--- config.mk ---
export PLATFORM = sky130hd
export DESIGN_NAME = my_dmux4way16_buf
export DESIGN_NICKNAME = d
export VERILOG_FILES = /design/src/rtl/my_dmux4way16_buf_pkg.sv /design/src/rtl/my_dmux4way16_buf_lane.sv /design/src/rtl/my_dmux4way16_buf.sv
export SDC_FILE = /design/constraint.sdc
export NUM_CORES = 1
export LEC_CHECK = 0
export BUFFER_PORTS_ARGS = -buffer_cell sky130_fd_sc_hd__buf_2
export CORE_ASPECT_RATIO = 1.4
export CORE_MARGIN = 1
export CORE_UTILIZATION = 35
export CTS_BUF_LIST = sky130_fd_sc_hd__clkbuf_4 sky130_fd_sc_hd__clkbuf_8
export CTS_CLUSTER_DIAMETER = 80
export DETAILED_ROUTE_END_ITERATION = 12
export GPL_TIMING_DRIVEN = 0
export PLACE_DENSITY = 0.74
export SLEW_MARGIN = 20
export SYNTH_ARGS = -nofsm -noshare
export SYNTH_HDL_FRONTEND = slang
export SYNTH_SLANG_ARGS = --single-unit
--- constraint.sdc ---
create_clock -name clk -period 1.7 [get_ports clk]
set_clock_uncertainty 0.2 [all_clocks]
set_input_delay 0.34 -clock clk [delete_from_list [all_inputs] [get_ports clk]]
set_output_delay 0.34 -clock clk [all_outputs]
set_load 0.005 [all_outputs]
--- src/rtl/my_dmux4way16_buf_pkg.sv ---
// Shared widths, lane indices and the dmux/mux gate helpers used for routing.
package my_dmux4way16_buf_pkg;

  localparam int unsigned WIDTH_DEF = 16;
  localparam int unsigned LANES_DEF = 4;
  localparam int unsigned SEL_W     = 2;

  localparam logic [SEL_W-1:0] LANE_A = SEL_W'(0);
  localparam logic [SEL_W-1:0] LANE_B = SEL_W'(1);
  localparam logic [SEL_W-1:0] LANE_C = SEL_W'(2);
  localparam logic [SEL_W-1:0] LANE_D = SEL_W'(3);

  // 1-to-4 demultiplexer of a single enable bit.
  function automatic logic [LANES_DEF-1:0] dmux4(input logic en, input logic [SEL_W-1:0] s);
    logic [LANES_DEF-1:0] y;
    y = '0;
    y[s] = en;
    return y;
  endfunction

  // 4-to-1 multiplexer of a single bit.
  function automatic logic mux4(input logic [LANES_DEF-1:0] v, input logic [SEL_W-1:0] s);
    return v[s];
  endfunction

endpackage

--- src/rtl/my_dmux4way16_buf_lane.sv ---
// One output lane: data register plus full flag with load, ack and sync reset.
module my_lane_reg16
  import my_dmux4way16_buf_pkg::*;
#(
  parameter int unsigned WIDTH = WIDTH_DEF
) (
  input  logic             clk,
  input  logic             reset,
  input  logic             load,
  input  logic             ack,
  input  logic [WIDTH-1:0] d,
  output logic [WIDTH-1:0] q,
  output logic             valid
);

  // Load wins over ack so a same-cycle refill keeps the lane full.
  always_ff @(posedge clk) begin
    if (reset) begin
      q     <= '0;
      valid <= 1'b0;
    end else if (load) begin
      q     <= d;
      valid <= 1'b1;
    end else if (ack) begin
      valid <= 1'b0;
    end
  end

endmodule

--- src/rtl/my_dmux4way16_buf.sv ---
// Buffered 1-to-4 demultiplexer with direct or round-robin lane targeting.
module my_dmux4way16_buf
  import my_dmux4way16_buf_pkg::*;
#(
  parameter int unsigned WIDTH = WIDTH_DEF,
  parameter int unsigned LANES = LANES_DEF
) (
  input  logic             clk,
  input  logic             reset,
  input  logic [WIDTH-1:0] in,
  input  logic [SEL_W-1:0] sel,
  input  logic             rr,
  input  logic             in_valid,
  output logic             in_ready,
  output logic [WIDTH-1:0] a,
  output logic [WIDTH-1:0] b,
  output logic [WIDTH-1:0] c,
  output logic [WIDTH-1:0] d,
  output logic [LANES-1:0] out_valid,
  input  logic [LANES-1:0] out_ack
);

  logic [SEL_W-1:0] ptr;
  logic [SEL_W-1:0] target;
  logic             accept;
  logic [LANES-1:0] load_vec;
  logic [WIDTH-1:0] lane_q [LANES];

  assign target   = rr ? ptr : sel;
  assign in_ready = !reset && (!mux4(out_valid, target) || mux4(out_ack, target));
  assign accept   = in_valid && in_ready;
  assign load_vec = dmux4(accept, target);

  // Pointer only moves on a word actually taken in round-robin mode.
  always_ff @(posedge clk) begin
    if (reset) begin
      ptr <= LANE_A;
    end else if (accept && rr) begin
      ptr <= ptr + SEL_W'(1);
    end
  end

  for (genvar i = 0; i < LANES; i++) begin : g_lane
    my_lane_reg16 #(.WIDTH(WIDTH)) u_lane (
      .clk   (clk),
      .reset (reset),
      .load  (load_vec[i]),
      .ack   (out_ack[i]),
      .d     (in),
      .q     (lane_q[i]),
      .valid (out_valid[i])
    );
  end

  assign a = lane_q[LANE_A];
  assign b = lane_q[LANE_B];
  assign c = lane_q[LANE_C];
  assign d = lane_q[LANE_D];

endmodule

==> results.md, run 1 <==
* EDFF count, synth at 0
* Synthesized cell area at 2640 um^2
* DR vias at 2152
* H-Tree Depth at 3
* Post-Syn Instances at 246
* Seq/Total Area, Yosys at 53.1%
* Yosys reg bits at 70
* Startpoint types: flop
* Final Critical Period at 2.17 ns
* Chip width at 75.4 um
* Remaining antenna violation count after routing at 0
* Post-DP HPWL at 4.64 mm
* Worst Path Required at 1.16 ns
* Fillers at 690
* CTS tree: yes
* Leak at 1.89 nW
* Util after Layout at 51.0%
* RSZ-0062 raised after global routing: yes
* Avg WL per Cell at 15.2 um
* Die footprint at 7890 um^2
* Library cells used by synthesis at 27
* Grt total ovfl at 0
* Die Y at 105 um
* IO Port Bufs at 93
* DR vias/cell at 4.60
* Worst Setup End Kind: output port
* Slowest cell on the critical path: dfxtp_2
* Arrival @ worst endpoint at 1.63 ns
* CP most frequent cell: mux2_4
* Syn Nets at 272
* Mapped Avg Cell Area at 10.7 um^2
* Clk Tree Root Cell: clkbuf_8
* Failing checks: setup timing
* Total track usage at 18.0%
* Final worst slack at -0.467 ns
* WL final at 7.13 mm
* DP Cell Count at 436
* Pwr/cell area at 948 nW/um^2
* Gpl congestion at 0.718
* Final Max Tran Viols at 0
* Final setup vio count at 68
* Largest delay share family, worst path: multiplexers
* Area Overhead vs Synth at 41.5%
* Synth top area share at 53.1%
* Async SR Flop Fraction at 0%
* Initial antenna violation count at 0
* Clock tree buffer depth at 2
* CP Cell Sequence: mux2_4, mux2i_4, mux2_4, nor2_1, buf_2
* Slew @ Worst Pin at 0.677 ns
* TritonCTS buffer count at 9
* Worst hold path type: in2reg
* Post-synth top area cell: dfxtp_1
* Nets at 392
* IR drop worst, VDD at 620 uV
* # diodes at 0
* DR DRC count at 0
* Vias in the first global route at 2058
* I/O pin count at 95
* Site Rows at 37
* Critical Path Fanout Max at 3
* Share of layout cells above drive strength 1 at 40.7%
* CORE AREA at 7310 um^2
* Fin cells at 468
* Clk sinks at 70
* Synth Flop Type: dfxtp_1
* Clk_lat worst skew at 0.34 ns
* Slew HR at 54.9%
* DRT Pass-1 Iters at 4
* Run status: finished with violations
* DR iter-0 viols at 59
* Worst stage delay on the critical path at 0.32 ns
* Clock transition at path regs at 0.07 ns
* Ranking of synthesized cells by area: dfxtp_1, mux2i_1, nor2_1
* CTS Hold Buffers Added at 0
* Period utilization at 127%
* First-pass GRT wire length at 10.2 mm
* Max cap viols at 0
* CP Class: reg2out
* Final Hold Viols at 0
* Tot Pwr at 0.00354 W
* Syn. warnings at 0
* Buf/Inv on CP at 1
* Initial Util at 36.1%
* Fmax at 462 MHz
* Largest net degree at the start of global routing at 18
-- flip-flops by register name (all words and copies together), names as in the netlist --
name	count
ptr	2
g_lane.u_lane.q	64
g_lane.u_lane.valid	4
-- cell usage after synthesis, types with 2 or more instances --
cell type,count
buf_6,4
mux2i_1,66
a21oi_1,6
clkbuf_1,7
buf_4,5
inv_2,2
nand2b_1,3
nor2_1,65
dfxtp_1,70
-- power breakdown --
part	switching, W	total, W	internal (W)
Combinational	0.000171	0.000343	0.000172
Sequential	0.0000221	0.00170	0.00168
Clock	0.000595	0.00149	0.000895
Total	0.000788	0.00354	0.00275
-- cell usage in the layout, fill, tap and decap left out --
cell	n
or4_4	1
clkbuf_16	2
buf_4	12
buf_8	2
a21oi_1	4
nor2b_1	1
mux2i_1	63
a21oi_2	2
buf_2	93
mux2_4	2
nand2b_1	3
inv_2	2
buf_16	1
dfxtp_1	69
nand2_1	1
or2b_4	1
bufinv_16	2
buf_12	4
mux2i_4	2
buf_1	1
dfxtp_2	1
o21ai_2	1
mux2i_2	2
or3_1	1
nand4_1	1
nor2_1	65
clkbuf_4	2
buf_6	7
clkbuf_1	7
o31ai_1	1
nand4b_1	1
clkbuf_8	10
and4bb_1	1
clkinv_2	2
and4b_1	1
-- repair_timing --
item | CTS | global route
setup endpoints to repair | 38 | 59
resized for setup | 13 | 18
buffers inserted | 10 | 6
endpoints found under the hold margin | 0 | 0
cloned | 1 | 2
pin swaps | 3 | 3
-- worst reg2reg max path: cells and delay by family (launching register included) --
family	cells	cell delay [ns]
DFF	1	0.32
muxes	2	0.50
and+or+nand+nor	1	0.53
buffers and inverters	3	0.35
AOI/OAI and AO/OA	1	0.14
-- cell type report --
type                            instances  area (um^2)  share of cell area, %
Timing Repair Buffer                  111          698                   18.7
Inverter                                2         7.51                  0.201
Clock buffer                           12          153                   4.09
Buffer                                 18          154                   4.12
Sequential cell                        70         1400                   37.6
Tap cell                               97          121                   3.25
Multi-Input combinational cell        154         1130                   30.2
Clock inverter                          4         70.1                   1.88
-- kinds of logic after synthesis --
| logic type | after synthesis | synth area share (%) |
|---|---|---|
| simple gates | 77 | 12.6 |
| flops | 70 | 53.1 |
| mux | 69 | 26.6 |
| buf+inv | 22 | 6.07 |
| compound gates | 8 | 1.61 |
-- stage by stage --
step / TNS (ns) / setup WS, ns / hold WS [ns] / area, um^2
final: -11.09 / -0.467 / 0.0847 / 3730
after detailed placement: -13.51 / -0.330 / 0.279 / 3220
after CTS: -2.55 / -0.486 / 0.0706 / 3600
after global placement: -12.18 / -0.338 / 0.262 / 3220
after global routing: -14.54 / -0.520 / 0.0730 / 3730
after floorplan: -0.738 / -0.0424 / 0.251 / 2640
-- routing by layer --
| layer | GRT usage (%) | routed length [um] | vias up |
|---|---|---|---|
| met5 | 0 | 0 | - |
| met4 | 7.14 | 114 | 0 |
| met3 | 4.53 | 271 | 8 |
| met2 | 30.6 | 3670 | 57 |
| met1 | 20.8 | 3070 | 1028 |
| li1 | - | - | 1059 |
-- final timing paths --
path              slack [ns]  depth (start not counted)                                 from                                  end
hold / removal          0.08                          3                                in[9]   g_lane[0].u_lane.q[9]$_SDFFE_PP0P_
hold reg to reg         0.29                          2  g_lane[0].u_lane.q[11]$_SDFFE_PP0P_  g_lane[0].u_lane.q[11]$_SDFFE_PP0P_
setup / recovery       -0.47                          5                  ptr[1]$_SDFFE_PP0P_                             in_ready
setup reg to reg       -0.41                          7                  ptr[1]$_SDFFE_PP0P_                  ptr[1]$_SDFFE_PP0P_
Note: power is estimated with default switching activity, not from simulation.
==> run 2: changes to the inputs <==
--- a/config.mk
+++ b/config.mk
@@ -17,4 +17,5 @@
 export SLEW_MARGIN = 20
 export SYNTH_ARGS = -nofsm -noshare
 export SYNTH_HDL_FRONTEND = slang
+export SYNTH_HIERARCHICAL = 1
 export SYNTH_SLANG_ARGS = --single-unit
==> run 2 against run 1 <==
  * The run still ends with setup timing left
  * Synthesized cell count grew 1.6%
  * Die area increased by 0.88%
  * Hold slack lost 0.0025 ns
  * Final area rose by 2.7%
  * Combinational power rose by 14%
  * Synthesized area rose by 0.90%
  * Wire length grew 2.9%
  * Critical path type unchanged
  * Sequential share of layout area decreased by 0.99 points
  * Highest routed layer unchanged
  * Setup slack better by 0.012 ns
==> results.md, run 2 <==
* Gpl congestion at 0.758
* Share of layout cells above drive strength 1 at 43.5%
* Post-synth top area cell: dfxtp_1
* Post-synth top cells: dfxtp_1, nor2_1, mux2i_1
* Worst Path Required at 1.16 ns
* Grt total ovfl at 0
* Failing checks: setup timing
* IO Port Bufs at 94
* Slew @ Worst Pin at 0.334 ns
* Total track usage at 18.6%
* Remaining antenna violation count after routing at 0
* Nets at 403
* Syn Nets at 276
* Clk Tree Root Cell: clkbuf_8
* Period utilization at 127%
* Min-Delay Startpoint: in[12]
* R2R Path Start: ptr[1]$_SDFFE_PP0P_
* Library cells used by synthesis at 21
* Yosys reg bits at 70
* Final worst slack at -0.455 ns
* Seq/Total Area, Yosys at 52.7%
* Vias in the first global route at 2100
* Worst Setup End Kind: output port
* Arrival @ worst endpoint at 1.61 ns
* Fmax at 464 MHz
* Hold endpoint: g_lane[2].u_lane/q[12]$_SDFFE_PP0P_
* CP Class: reg2out
* Worst hold path type: in2reg
* Leak at 1.69 nW
* Ranking of synthesized cells by area: dfxtp_1, mux2i_1, nor2_1
* Area Overhead vs Synth at 44.1%
* Worst hold slack at 0.0822 ns
* Post-DP HPWL at 4.51 mm
* Tot Pwr at 0.00337 W
* Most frequent cells in the layout: buf_2, dfxtp_1, nor2_1
* Count leader, synth: dfxtp_1
* Final Critical Period at 2.15 ns
* Dpl ws at -0.609 ns
* Chip width at 75.7 um
* Hold depth at 3
* Site Rows at 37
* Regs by FF count: g_lane.u_lane/q x64, g_lane.u_lane/valid x4, ptr x2
* TritonCTS buffer count at 9
* Syn. warnings at 6
* Startpoint types: flop
* WL final at 7.33 mm
* TNS Setup at -28.62 ns
* Synthesized cell area at 2660 um^2
* Clock transition at path regs at 0.07 ns
* # diodes at 0
* Largest net degree at the start of global routing at 13
* Largest register FFs at 64
* Avg WL per Cell at 15.3 um
* RSZ-0062 raised after global routing: yes
* Final setup vio count at 71
* Clock tree buffer depth at 2
* Clk sinks at 70
* R2R setup slack at -0.45 ns
* Mapped Avg Cell Area at 10.6 um^2
* Synth top area share at 52.7%
* Slew HR at 77.1%
* Initial Util at 36.2%
* DR vias at 2195
* CTS Hold Buffers Added at 0
* Largest register by flop count: g_lane.u_lane/q
* Synth Flop Type: dfxtp_1
* H-Tree Depth at 3
* Max cap viols at 0
* IR drop worst, VDD at 594 uV
* Die Y at 105 um
* Worst reg2reg path endpoint: g_lane[2].u_lane/q[10]$_SDFFE_PP0P_
* Async SR Flop Fraction at 0%
* Final Max Tran Viols at 0
* First-pass GRT wire length at 10.6 mm
* Die footprint at 7960 um^2
* CORE AREA at 7360 um^2
* Critical Path Fanout Max at 5
* DR vias/cell at 4.58
* R2R depth at 10
* Run status: finished with violations
* I/O pin count at 95
* DR DRC count at 0
* Post-Syn Instances at 250
* Commonest non-fill, non-tap cell in the layout: buf_2
* DRT Pass-1 Iters at 4
* Initial antenna violation count at 0
* EDFF count, synth at 0
* Clk_lat worst skew at 0.34 ns
* Pwr/cell area at 878 nW/um^2
* DR iter-0 viols at 93
* CTS tree: yes
* Final Hold Viols at 0
run 2: per-layer routing:
metal  wire length (um)  up-vias  track usage, %
met4                169        0            8.60
li1                   -     1081               -
met2               3810       67            31.8
met5                  0        -               0
met3                281       12            4.92
met1               3070     1035            20.7
run 2: worst max-delay path by stage:
stage / startpoint / endpoint / slack, ns
after detailed placement: rr / g_lane[1].u_lane/q[6]$_SDFFE_PP0P_ / -0.61
after global placement: rr / g_lane[3].u_lane/q[8]$_SDFFE_PP0P_ / -0.55
final: ptr[1]$_SDFFE_PP0P_ / in_ready / -0.45
after CTS: ptr[1]$_SDFFE_PP0P_ / in_ready / -0.44
after floorplan: rr / g_lane[1].u_lane/q[10]$_SDFFE_PP0P_ / -0.27
after global routing: ptr[1]$_SDFFE_PP0P_ / in_ready / -0.53
run 2: where the power goes:
part / switching (W) / total, W / leakage [nW] / internal, W
combinational: 0.000191 / 0.000390 / 1.03 / 0.000199
sequential: 0.0000219 / 0.00170 / 0.567 / 0.00168
clock: 0.000610 / 0.00128 / 0.0948 / 0.000666
total: 0.000822 / 0.00337 / 1.69 / 0.00255
run 2: final cells by class:
| cell class | instances | area (um^2) |
|---|---|---|
| plain buffers | 15 | 154 |
| clock buffers | 9 | 124 |
| clock inverters | 7 | 65.1 |
| fillers | 651 | 3530 |
| inverters | 6 | 25.0 |
| multi-input cells | 158 | 1150 |
| flip-flops and latches | 70 | 1400 |
| well taps | 97 | 121 |
| repair buffers | 117 | 790 |
run 2: per-stage QoR:
step	std cells	cell area [um^2]	utilization (%)
floorplan	250	2660	-
global placement	441	3250	44.2
detailed placement	441	3250	44.2
CTS	472	3700	50.3
global route	479	3830	52.1
finish	479	3830	52.1
run 2: what timing repair did:
item | 4_1_cts | 5_1_grt
pin swaps | 9 | 10
endpoints found under the setup margin | 71 | 71
cloned | 3 | 1
setup buffers | 12 | 8
resized for setup | 18 | 13
run 2: worst max-delay path, stage by stage, from the launching register on:
cell     delay, ns
dfxtp_2       0.32
mux2_4        0.29
a311o_1       0.40
a21oi_1       0.15
buf_2         0.12
run 2: cell families after synthesis:
logic type	synth area share, %
compound gates	2.21
mux	25.4
flops	52.7
simple gates	12.6
buf+inv	7.05
